<file path="src/rtl/sn_pc_pkg.sv">
`default_nettype none
// ============================================================================
//  Module      : sn_pc_pkg
//  Description : Shared definitions for the sorting-network popcount family.
//                Holds the controller state encoding, the sorter width and
//                the thermometer-to-binary decoder.
//  Revision    : 1.0  initial release
// ============================================================================
package sn_pc_pkg;

    typedef enum logic [1:0] {
        IDLE = 2'd0,
        RUN  = 2'd1,
        DONE = 2'd2
    } state_t;

    localparam int SORT_N = 7;

    // The sorter pushes ones to the top. With c ones, the lowest set bit sits
    // at index 7-c. The count is therefore read from the position of that bit,
    // not from a popcount of the vector.
    function automatic logic [2:0] therm7_to_bin(input logic [6:0] therm);
        logic [2:0] cnt;
        cnt = 3'd0;
        for (int i = 6; i >= 0; i--) begin
            if (therm[i]) begin
                cnt = 3'(7 - i);
            end
        end
        return cnt;
    endfunction

endpackage
`default_nettype wire

</file>
<file path="src/rtl/sorter7_1bit.sv">
`default_nettype none
// ============================================================================
//  Module      : sorter7_1bit
//  Description : 7-input, 1-bit odd-even transposition sorting network.
//                Each compare-exchange is an AND (low lane) and an OR (high
//                lane), so all ones end up at the top of out_bits.
//  Revision    : 1.0  initial release
// ============================================================================
module sorter7_1bit
    import sn_pc_pkg::*;
(
    input  logic [SORT_N-1:0] in_bits,
    output logic [SORT_N-1:0] out_bits
);

    // Lane vectors between stages; N stages of transposition sort N lanes.
    logic [SORT_N:0][SORT_N-1:0] w_stage;

    assign w_stage[0] = in_bits;

    for (genvar s = 0; s < SORT_N; s++) begin : g_stage
        for (genvar i = 0; i < SORT_N; i++) begin : g_lane
            if ((i < SORT_N - 1) && ((i % 2) == (s % 2))) begin : g_low
                assign w_stage[s+1][i] = w_stage[s][i] & w_stage[s][i+1];
            end else if ((i >= 1) && (((i - 1) % 2) == (s % 2))) begin : g_high
                assign w_stage[s+1][i] = w_stage[s][i] | w_stage[s][i-1];
            end else begin : g_pass
                assign w_stage[s+1][i] = w_stage[s][i];
            end
        end
    end

    assign out_bits = w_stage[SORT_N];

endmodule
`default_nettype wire

</file>
<file path="src/rtl/sn_popcount_seq.sv">
`default_nettype none
// ============================================================================
//  Module      : sn_popcount_seq
//  Description : Multi-cycle popcount controller. Feeds one 7-bit chunk per
//                cycle through a single sorter7_1bit, decodes its thermometer
//                output and accumulates the total, returned over valid/ready.
//  Option      : SN_POPCOUNT_PIPE_EN -- register between sorter and decoder,
//                adds one drain cycle to RUN.
//  Revision    : 1.0  initial release
// ============================================================================
module sn_popcount_seq
    import sn_pc_pkg::*;
#(
    parameter  int DATA_W = 28,
    localparam int NCHUNK = (DATA_W + 6) / 7,
    localparam int CNT_W  = $clog2(DATA_W + 1)
)
(
    input  logic              clk,
    input  logic              rst,
    input  logic              in_valid,
    output logic              in_ready,
    input  logic [DATA_W-1:0] in_data,
    output logic              out_valid,
    input  logic              out_ready,
    output logic [CNT_W-1:0]  out_count
);

    localparam int PAD_W = NCHUNK * SORT_N;
    localparam int IDX_W = $clog2(NCHUNK + 1);

`ifdef SN_POPCOUNT_PIPE_EN
    localparam logic [IDX_W-1:0] LAST_IDX = IDX_W'(NCHUNK);
`else
    localparam logic [IDX_W-1:0] LAST_IDX = IDX_W'(NCHUNK - 1);
`endif

    state_t              r_state;
    state_t              w_state_nxt;
    logic [PAD_W-1:0]    r_data;
    logic [IDX_W-1:0]    r_idx;
    logic [CNT_W-1:0]    r_acc;
    logic [SORT_N-1:0]   w_sorted;
    logic [SORT_N-1:0]   w_dec_in;
    logic [2:0]          w_chunk_cnt;
    logic                w_add_en;
    logic                w_accept;
    logic                w_last;

    assign w_accept  = in_valid & in_ready;
    assign w_last    = (r_idx == LAST_IDX);
    assign out_count = r_acc;

    // The latched word shifts right one chunk per RUN cycle, so chunk[idx]
    // is always the low 7 bits; zero fill keeps padding and drain chunks empty.
    sorter7_1bit u_sorter (
        .in_bits  (r_data[SORT_N-1:0]),
        .out_bits (w_sorted)
    );

`ifdef SN_POPCOUNT_PIPE_EN
    logic [SORT_N-1:0] r_sorted;

    // Sorter output register; its content lags the chunk index by one cycle.
    always_ff @(posedge clk) begin
        if (rst) begin
            r_sorted <= '0;
        end else begin
            r_sorted <= w_sorted;
        end
    end

    assign w_dec_in = r_sorted;
    // At idx 0 the register still holds data from before this word.
    assign w_add_en = (r_state == RUN) && (r_idx != '0);
`else
    assign w_dec_in = w_sorted;
    assign w_add_en = (r_state == RUN);
`endif

    assign w_chunk_cnt = therm7_to_bin(w_dec_in);

    // State register.
    always_ff @(posedge clk) begin
        if (rst) begin
            r_state <= IDLE;
        end else begin
            r_state <= w_state_nxt;
        end
    end

    // Next-state and handshake outputs; ready only in IDLE, so words never overlap.
    always_comb begin
        w_state_nxt = r_state;
        in_ready    = 1'b0;
        out_valid   = 1'b0;
        case (r_state)
            IDLE: begin
                in_ready = 1'b1;
                if (in_valid) begin
                    w_state_nxt = RUN;
                end
            end
            RUN: begin
                if (w_last) begin
                    w_state_nxt = DONE;
                end
            end
            DONE: begin
                out_valid = 1'b1;
                if (out_ready) begin
                    w_state_nxt = IDLE;
                end
            end
            default: begin
                w_state_nxt = IDLE;
            end
        endcase
    end

    // Word latch, chunk index and accumulator.
    always_ff @(posedge clk) begin
        if (rst) begin
            r_data <= '0;
            r_idx  <= '0;
            r_acc  <= '0;
        end else if (w_accept) begin
            r_data <= PAD_W'(in_data);
            r_idx  <= '0;
            r_acc  <= '0;
        end else if (r_state == RUN) begin
            r_data <= r_data >> SORT_N;
            r_idx  <= r_idx + IDX_W'(1);
            if (w_add_en) begin
                r_acc <= r_acc + CNT_W'(w_chunk_cnt);
            end
        end
    end

endmodule
`default_nettype wire

</file>
<file path="config.mk">
export PLATFORM = sky130hd
export DESIGN_NAME = sn_popcount_seq
export DESIGN_NICKNAME = d
export VERILOG_FILES = /design/src/rtl/sn_pc_pkg.sv /design/src/rtl/sorter7_1bit.sv /design/src/rtl/sn_popcount_seq.sv
export SDC_FILE = /design/constraint.sdc
export NUM_CORES = 1
export LEC_CHECK = 0
export ABC_CLOCK_PERIOD_IN_PS = 6300
export BUFFER_PORTS_ARGS = -buffer_cell sky130_fd_sc_hd__buf_2
export CAP_MARGIN = 20
export CORE_UTILIZATION = 45
export CTS_CLUSTER_SIZE = 28
export DETAILED_ROUTE_END_ITERATION = 16
export PLACE_DENSITY = 0.67
export SLEW_MARGIN = 40
export SYNTH_ARGS = -nofsm -noshare
export SYNTH_HDL_FRONTEND = slang
export SYNTH_SLANG_ARGS = --single-unit
</file>
<file path="constraint.sdc">
create_clock -name clk -period 6.3 [get_ports clk]
set_input_delay 0 -clock clk [delete_from_list [all_inputs] [get_ports clk]]
set_output_delay 0 -clock clk [all_outputs]
set_load 0.05 [all_outputs]
</file>
==> results of run 1 <==
==> logic make-up (layout without fill, tap and decap cells) <==
| group | Yosys count | count (layout) | synth area share |
|---|---|---|---|
| xor gates and xnor gates | 4 | 4 | 0.0182 |
| DFF | 38 | 38 | 0.395 |
| muxes | 1 | 1 | 0.00519 |
| buffers and inverters | 24 | 63 | 0.0642 |
| AOI/OAI and AO/OA | 86 | 86 | 0.295 |
| adders and majority gates | 6 | 6 | 0.0428 |
| and+or+nand+nor | 78 | 78 | 0.180 |
==> layout make-up <==
cell class                      count  area [um^2]
Sequential cell                    38          761
Timing Repair Buffer               49          295
Multi-Input combinational cell    175         1050
Tap cell                           50         62.6
Fill cell                         387         1780
Clock inverter                      1         5.00
Clock buffer                        7         86.3
Inverter                            6         22.5
==> worst reg2reg max path, delay by kind of cell (launching register included) <==
family | cells | cell delay [ns]
AOI/OAI and AO/OA | 4 | 0.63
xor gates and xnor gates | 1 | 0.15
adders and majority gates | 2 | 0.52
buffers and inverters | 1 | 0.05
DFF | 1 | 0.54
and+or+nand+nor | 4 | 0.75
==> timing repair <==
action	CTS	global route
hold buffers	8	1
endpoints found under the hold margin	8	1
gates resized for setup	0	0
==> worst min-delay path by stage <==
stage	slack, ns	startpoint	cells past startpoint	endpoint
2_1_floorplan	0.14	in_data[21]	2	r_data[21]
3_3_place_gp	0.24	in_data[26]	3	r_data[26]
3_5_place_dp	0.25	in_data[22]	3	r_data[22]
4_1_cts	0.003	in_data[19]	3	r_data[19]
5_1_grt	0.02	in_data[9]	3	r_data[9]
6_report	0.01	in_data[8]	3	r_data[8]
==> stage by stage <==
step / setup WS (ns) / total power [mW] / std cells / hold WS (ns)
floorplan: 3.81 / 0.347 / 237 / 0.136
global placement: 3.62 / 0.368 / 309 / 0.242
detailed placement: 3.57 / 0.370 / 309 / 0.247
CTS: 3.56 / 0.541 / 325 / 0.00317
global route: 3.21 / 0.569 / 326 / 0.0161
finish: 3.54 / 0.536 / 326 / 0.0112
==> cells in the mapped netlist <==
cell / count
nor2_2: 2
nor2_1: 14
clkbuf_1: 11
inv_1: 6
nand2b_1: 2
o31ai_2: 1
a21boi_0: 1
a21boi_1: 1
a21oi_2: 1
o21ai_2: 1
o22a_1: 1
a31oi_1: 1
or3_1: 1
buf_6: 4
o21a_1: 1
a22o_1: 1
nor3_1: 3
o31ai_1: 1
nor2b_1: 4
o311ai_2: 1
o211ai_1: 2
xnor2_1: 1
buf_2: 3
fa_1: 1
dfxtp_1: 38
a22oi_4: 1
nand2_1: 39
and3_1: 2
o22ai_1: 3
o21ai_1: 1
a21oi_1: 36
o21ai_0: 5
mux2i_1: 1
and2_1: 1
nand4_1: 2
or3b_4: 1
a22oi_1: 22
ha_1: 5
nand3_1: 7
a21o_1: 3
a211oi_1: 2
xor2_1: 3
==> sequential cells by signal, indices dropped and copies added (netlist names) <==
name	count
out_count	5
r_data	28
r_idx	3
r_state	2
==> layer usage <==
layer | share of wire | GRT usage | wire length [um]
met2 | 0.51 | 0.323 | 2080
met4 | 0.0054 | 0.0638 | 22
met1 | 0.46 | 0.264 | 1870
met5 | 0 | 0 | 0
met3 | 0.029 | 0.0422 | 117
==> power by group <==
part           total, mW  switching (mW)  internal [mW]
Combinational     0.0985          0.0558         0.0427
Clock              0.168          0.0794         0.0882
Sequential         0.269          0.0147          0.255
Total              0.536           0.150          0.386
==> run summary, run 1 <==
reg2reg start - r_data[2]
CTS tree - built
end point of the critical path - out_count[4]
Total GRT Usage - 0.200
FP Rows - 23
Final min period - 2.76 ns
cell taking the most area after synthesis - dfxtp_1
pins over their slew limit - 0
post-synth net total - 275
clock-pin slew on the worst setup and hold paths - 0.07 ns
Worst-Margin Slew - 0.568 ns
crit-path cells - nor2_2, o21a_1, or3b_4, o22ai_1, a22o_1, ha_1, inv_1, fa_1, nor2b_1, o211ai_1, xor2_1, nor2_1
syn avg cell area - 8.14 um^2
first-pass GRT wire length - 6830 um
CP Launch Type - flop
Worst EP arrival - 2.92 ns
Chip Width - 67.5 um
Setup TNS - 0 ns
Final Util - 0.562
gpl congestion - 0.859
I/O Pins - 39
mapped cell area - 1930 um^2
Leakage Power - 0.931 nW
Max Clock Skew - 0.00522 ns
Crit path required time - 6.46 ns
worst-skew pair later-pin latency - 0.28 ns
Via Count - 1754
Routed WL - 4090 um
share of cells above drive strength 1 - 0.207
CP Launch Point - r_data[2]
count of different cell masters after synthesis - 42
hpwl dp - 2730 um
most frequent cells in the layout - nand2_1 (39), buf_2 (38), dfxtp_1 (38)
1st-pass router iterations - 5
reg2reg end - out_count[4]
R2R cell count - 12
crit end category - flop
unrepaired setup endpoints after global routing - false
Final Hold Fails - 0
DRT iter0 DRCs - 175
Area Overhead vs Synth - 18.2%
top post-synthesis cells by area - dfxtp_1 (39%), a21oi_1 (9.3%), a22oi_1 (8.6%), nand2_1 (7.6%), ha_1 (3.2%)
top cell type's share of synthesized area - 0.395
slowest stage delay, CP - 0.54 ns
DR WL/cell - 12.5 um
Num CTS Buffers - 5
starting density of the core - 0.475
YS warnings - 0
antenna violations before repair - 0
CTS Root Cell - clkbuf_8
via-per-instance ratio - 5.38
Post-DRT Antenna Nets - 0
commonest non-fill, non-tap cell in the layout - nand2_1
critical path's slowest cell - dfxtp_1
clock sinks - 38
# DRC - 0
status - finished clean
Post-Place Cell Area - 2100 um^2
critical path fanouts, max - 10
Setup CP Type - reg2reg
r2r setup slk - 3.54 ns
Max Clk Rate - 0.363 GHz
CP bufs+invs - 1
htree depth - 2
core area - 4060 um^2
Die H - 67.5 um
Longest Clk Path Bufs - 2
VDD IR max - 0.197 mV
Crit path max-delay family - simple AND/OR/NAND/NOR gates
Synth Register Bits - 38
count of final setup violators - 0
Max-Cap Viols - 0
antenna cell count - 0
period utilization - 0.438
Cells after Synth - 237
sequential-to-total area share from yosys stat - 0.395
Pwr Density - 235 nW/um^2
Port-buffer cells - 38
final net count - 313
total global routing overflow - 0
worst relative slew slack - 0.621
vias in the first global route - 1549
stages on the worst setup path - 12
Hold Path Class - in2reg
post-layout instance area - 2280 um^2
largest net degree at the start of global routing - 32
Setup Buffers After CTS - 0
die area - 4550 um^2
No activity file was read; power rests on OpenSTA's default activity.
==> inputs of run 2 (changes only) <==
Settings changed: ABC_AREA set to 1, ABC_CLOCK_PERIOD_IN_PS 6300 to 2210, PLACE_DENSITY 0.67 to 0.7.
Clock period 6.3 ns to 2.21 ns, I/O delays scaled along.
==> run 2 against run 1 <==
  * The run now ends with setup timing left
  * Fmax grew 17%
  * Synthesized cell count grew 11%
  * Global-route usage increased by 0.46 points
  * Largest power group unchanged
  * Largest cell class unchanged
  * Clock power grew to 4.3 times the previous value
  * Critical endpoint unchanged
  * Register-to-register slack worse by 3.7 ns
==> run summary, run 2 <==
status - finished with violations
failing checks - setup timing
most frequent cells in the layout - nand2_1 (105), buf_2 (38), dfxtp_1 (33)
antenna violations before repair - 0 (unchanged)
Die H - 66.5 um (-1.5%)
Final Power - 1.83 mW (+240%)
Logic pwr share - 0.192 (+0.008)
post-synthesis compound-gate area fraction - 0.137 (-0.158)
via-per-instance ratio - 4.85 (-9.8%)
clock sinks - 38 (unchanged)
Setup Buffers After CTS - 0 (unchanged)
internal power - 1.36 mW (+250%)
Clock Power Share - 0.395 (+0.082)
Hold Path Class - in2reg
Seq pwr share - 0.413 (-0.090)
most frequent cell after synthesis - nand2_1
hpwl dp - 2550 um (-6.6%)
final net count - 374 (+19%)
largest net degree at the start of global routing - 32 (unchanged)
P_sw - 0.469 mW (+210%)
Max-Cap Viols - 0 (unchanged)
Cells after Synth - 264 (+11%)
Hold Slack - 0.0143 ns (+0.00312 ns)
clock-pin slew on the worst setup and hold paths - 0.07 ns (about the same)
Via Count - 1878 (+7.1%)
Biggest register - r_data
main combinational cell family by area after synthesis - simple AND/OR/NAND/NOR gates
YS warnings - 0 (unchanged)
VDD IR max - 0.433 mV (+120%)
cell taking the most area after synthesis - dfxtp_1
mapped cell area - 1870 um^2 (-3.0%)
vias in the first global route - 1609 (+3.9%)
pins over their slew limit - 0 (unchanged)
commonest non-fill, non-tap cell in the layout - nand2_1
unrepaired setup endpoints after global routing - true
sequential-to-total area share from yosys stat - 0.407 (+0.0124)
DRT iter0 DRCs - 79 (-55%)
critical path fanouts, max - 4 (-6)
Pwr Density - 688 nW/um^2 (+190%)
Final WS setup - -0.143 ns (-3.69 ns)
worst relative slew slack - 0.619 (-0.00216)
Max Clock Skew - 0.00514 ns (-0.0000767 ns)
syn avg cell area - 7.08 um^2 (-13%)
# DRC - 0 (unchanged)
FP Rows - 23 (unchanged)
Switching Fraction - 0.256 (-0.0240)
FFs w/ async S/R, synth - 0 (unchanged)
Chip Width - 66.5 um (-1.5%)
post-synth net total - 302 (+9.8%)
mux share of post-synthesis cell area - 0 (-0.00519)
I/O Pins - 39 (unchanged)
Longest Clk Path Bufs - 2 (unchanged)
Total GRT Usage - 0.204 (+0.00463)
list of most frequent post-synthesis cells - nand2_1 (109), dfxtp_1 (38), a31oi_1 (22), nor2_1 (15)
antenna cell count - 0 (unchanged)
total global routing overflow - 0 (unchanged)
share of cells above drive strength 1 - 0.288 (+0.0813)
Routed WL - 4270 um (+4.6%)
htree depth - 2 (unchanged)
post-synthesis adder-cell area fraction - 0.0442 (+0.00135)
core area - 4000 um^2 (-1.4%)
CP Launch Type - flop
1st-pass router iterations - 4 (-1)
count of different cell masters after synthesis - 21 (-50%)
top post-synthesis cells by area - dfxtp_1 (41%), nand2_1 (22%), a31oi_1 (7.4%), a21oi_1 (3.7%), ha_1 (3.3%)
count of final setup violators - 4 (+4)
Setup CP Type - reg2reg
Crit path required time - 2.39 ns (-4.07 ns)
Final min period - 2.35 ns (-0.404 ns)
Simple-Gate Fraction of Synth Area - 0.339 (+0.158)
gpl congestion - 0.767 (-11%)
Final Hold Fails - 0 (unchanged)
Port-buffer cells - 38 (unchanged)
CTS tree - built
crit end category - flop
die area - 4420 um^2 (-3.0%)
dominant synthesized flop cell - dfxtp_1
first-pass GRT wire length - 6860 um (+0.40%)
Synth Register Bits - 38 (unchanged)
Num CTS Buffers - 5 (unchanged)
Area Overhead vs Synth - 42.4%
top cell type's share of synthesized area - 0.407 (+0.0124)
Max Clk Rate - 0.425 GHz (+17%)
worst-skew pair later-pin latency - 0.29 ns (about the same)
Leakage Power - 1.13 nW (+22%)
Worst EP arrival - 2.54 ns (-0.38 ns)
starting density of the core - 0.467 (-0.00786)
CTS Root Cell - clkbuf_8
Post-DRT Antenna Nets - 0 (unchanged)
Worst-Margin Slew - 0.572 ns (+0.00324 ns)
DR WL/cell - 11.0 um (-12%)
Largest register FFs - 28 (unchanged)
XOR/XNOR Fraction of Synth Area - 0.00937 (-0.00880)
Post-synth EDFFs - 0 (unchanged)
period utilization - 1.06 (+0.627)
## run 2: cell types whose count changed after synthesis, moves of 5 or more
cell / before / now
clkbuf_1: 11 / 4
nand2_2: 0 / 7
a22oi_1: 22 / 0
a31oi_1: 1 / 22
nand2_1: 39 / 109
a21oi_1: 36 / 14
nand3_1: 7 / 0
nor2_4: 0 / 5
inv_1: 6 / 14
## run 2: critical path: stages, from the launching register on
cell	delay, ns
dfxtp_2	0.36
nor2_1	0.07
nor2_2	0.16
nor2_2	0.07
nor2_4	0.16
nand2_4	0.09
nand2_4	0.09
o21ai_0	0.08
nand2_1	0.07
nand2_1	0.04
nand2_1	0.05
nand2_1	0.04
nand2_1	0.06
ha_2	0.17
inv_1	0.05
fa_2	0.35
o21ai_2	0.13
nand4_1	0.09
nand2_1	0.08
nor2_1	0.04
## run 2: power groups by stage
stage | combinational (mW) | clock (mW) | sequential, mW
finish | 0.351 | 0.724 | 0.757
global placement | 0.287 | 0 | 0.767
CTS | 0.336 | 0.743 | 0.755
detailed placement | 0.292 | 0 | 0.768
floorplan | 0.203 | 0 | 0.775
global route | 0.390 | 0.768 | 0.761
## run 2: logic make-up (layout without fill, tap and decap cells)
logic type / count (synthesis) / count (layout)
compound gates: 44 / 44
buf+inv: 27 / 100
simple gates: 147 / 147
xor+xnor: 2 / 2
flops: 38 / 38
fa+ha+maj: 6 / 6
## run 2: final timing paths
| check | from | to | slack, ns | cells after the start |
|---|---|---|---|---|
| hold reg to reg | r_data[26] | r_data[26] | 0.46 | 2 |
| hold / removal | in_valid | r_state[0] | 0.01 | 3 |
| setup reg to reg | r_data[4] | out_count[4] | -0.14 | 19 |
| setup / recovery | r_data[4] | out_count[4] | -0.14 | 19 |
## run 2: per-stage QoR
stage                TNS, ns   util  std cells  instance area (um^2)  setup WS, ns
finish                -0.414  0.665        387                  2660        -0.143
global route           -1.13  0.665        387                  2660        -0.348
CTS                   -0.354  0.649        387                  2600        -0.115
detailed placement    -0.441  0.535        350                  2140        -0.149
global placement      -0.212  0.535        350                  2140       -0.0728
floorplan           -0.00104      -        264                  1880      -0.00104
## run 2: metal layers
| metal | vias up | track usage | routed length [um] |
|---|---|---|---|
| met4 | 0 | 0.0638 | 40 |
| li1 | 994 | - | - |
| met5 | - | 0 | 0 |
| met2 | 29 | 0.348 | 2110 |
| met1 | 851 | 0.257 | 2010 |
| met3 | 4 | 0.0411 | 110 |
## run 2: what timing repair did
item                       in CTS  in global routing
resized for setup              11                 18
pin swaps                       5                  5
hold endpoints to repair       29                  0
gates cloned                    0                  0
hold buffers                   29                  0
setup endpoints to repair       4                  4
## run 2: final cells by class
type | instances | area (um^2)
Clock buffer | 6 | 82.6
Clock inverter | 2 | 60.1
Fill cell | 321 | 1340
Inverter | 16 | 60.1
Multi-Input combinational cell | 199 | 1080
Sequential cell | 38 | 772
Tap cell | 50 | 62.6
Timing Repair Buffer | 76 | 548
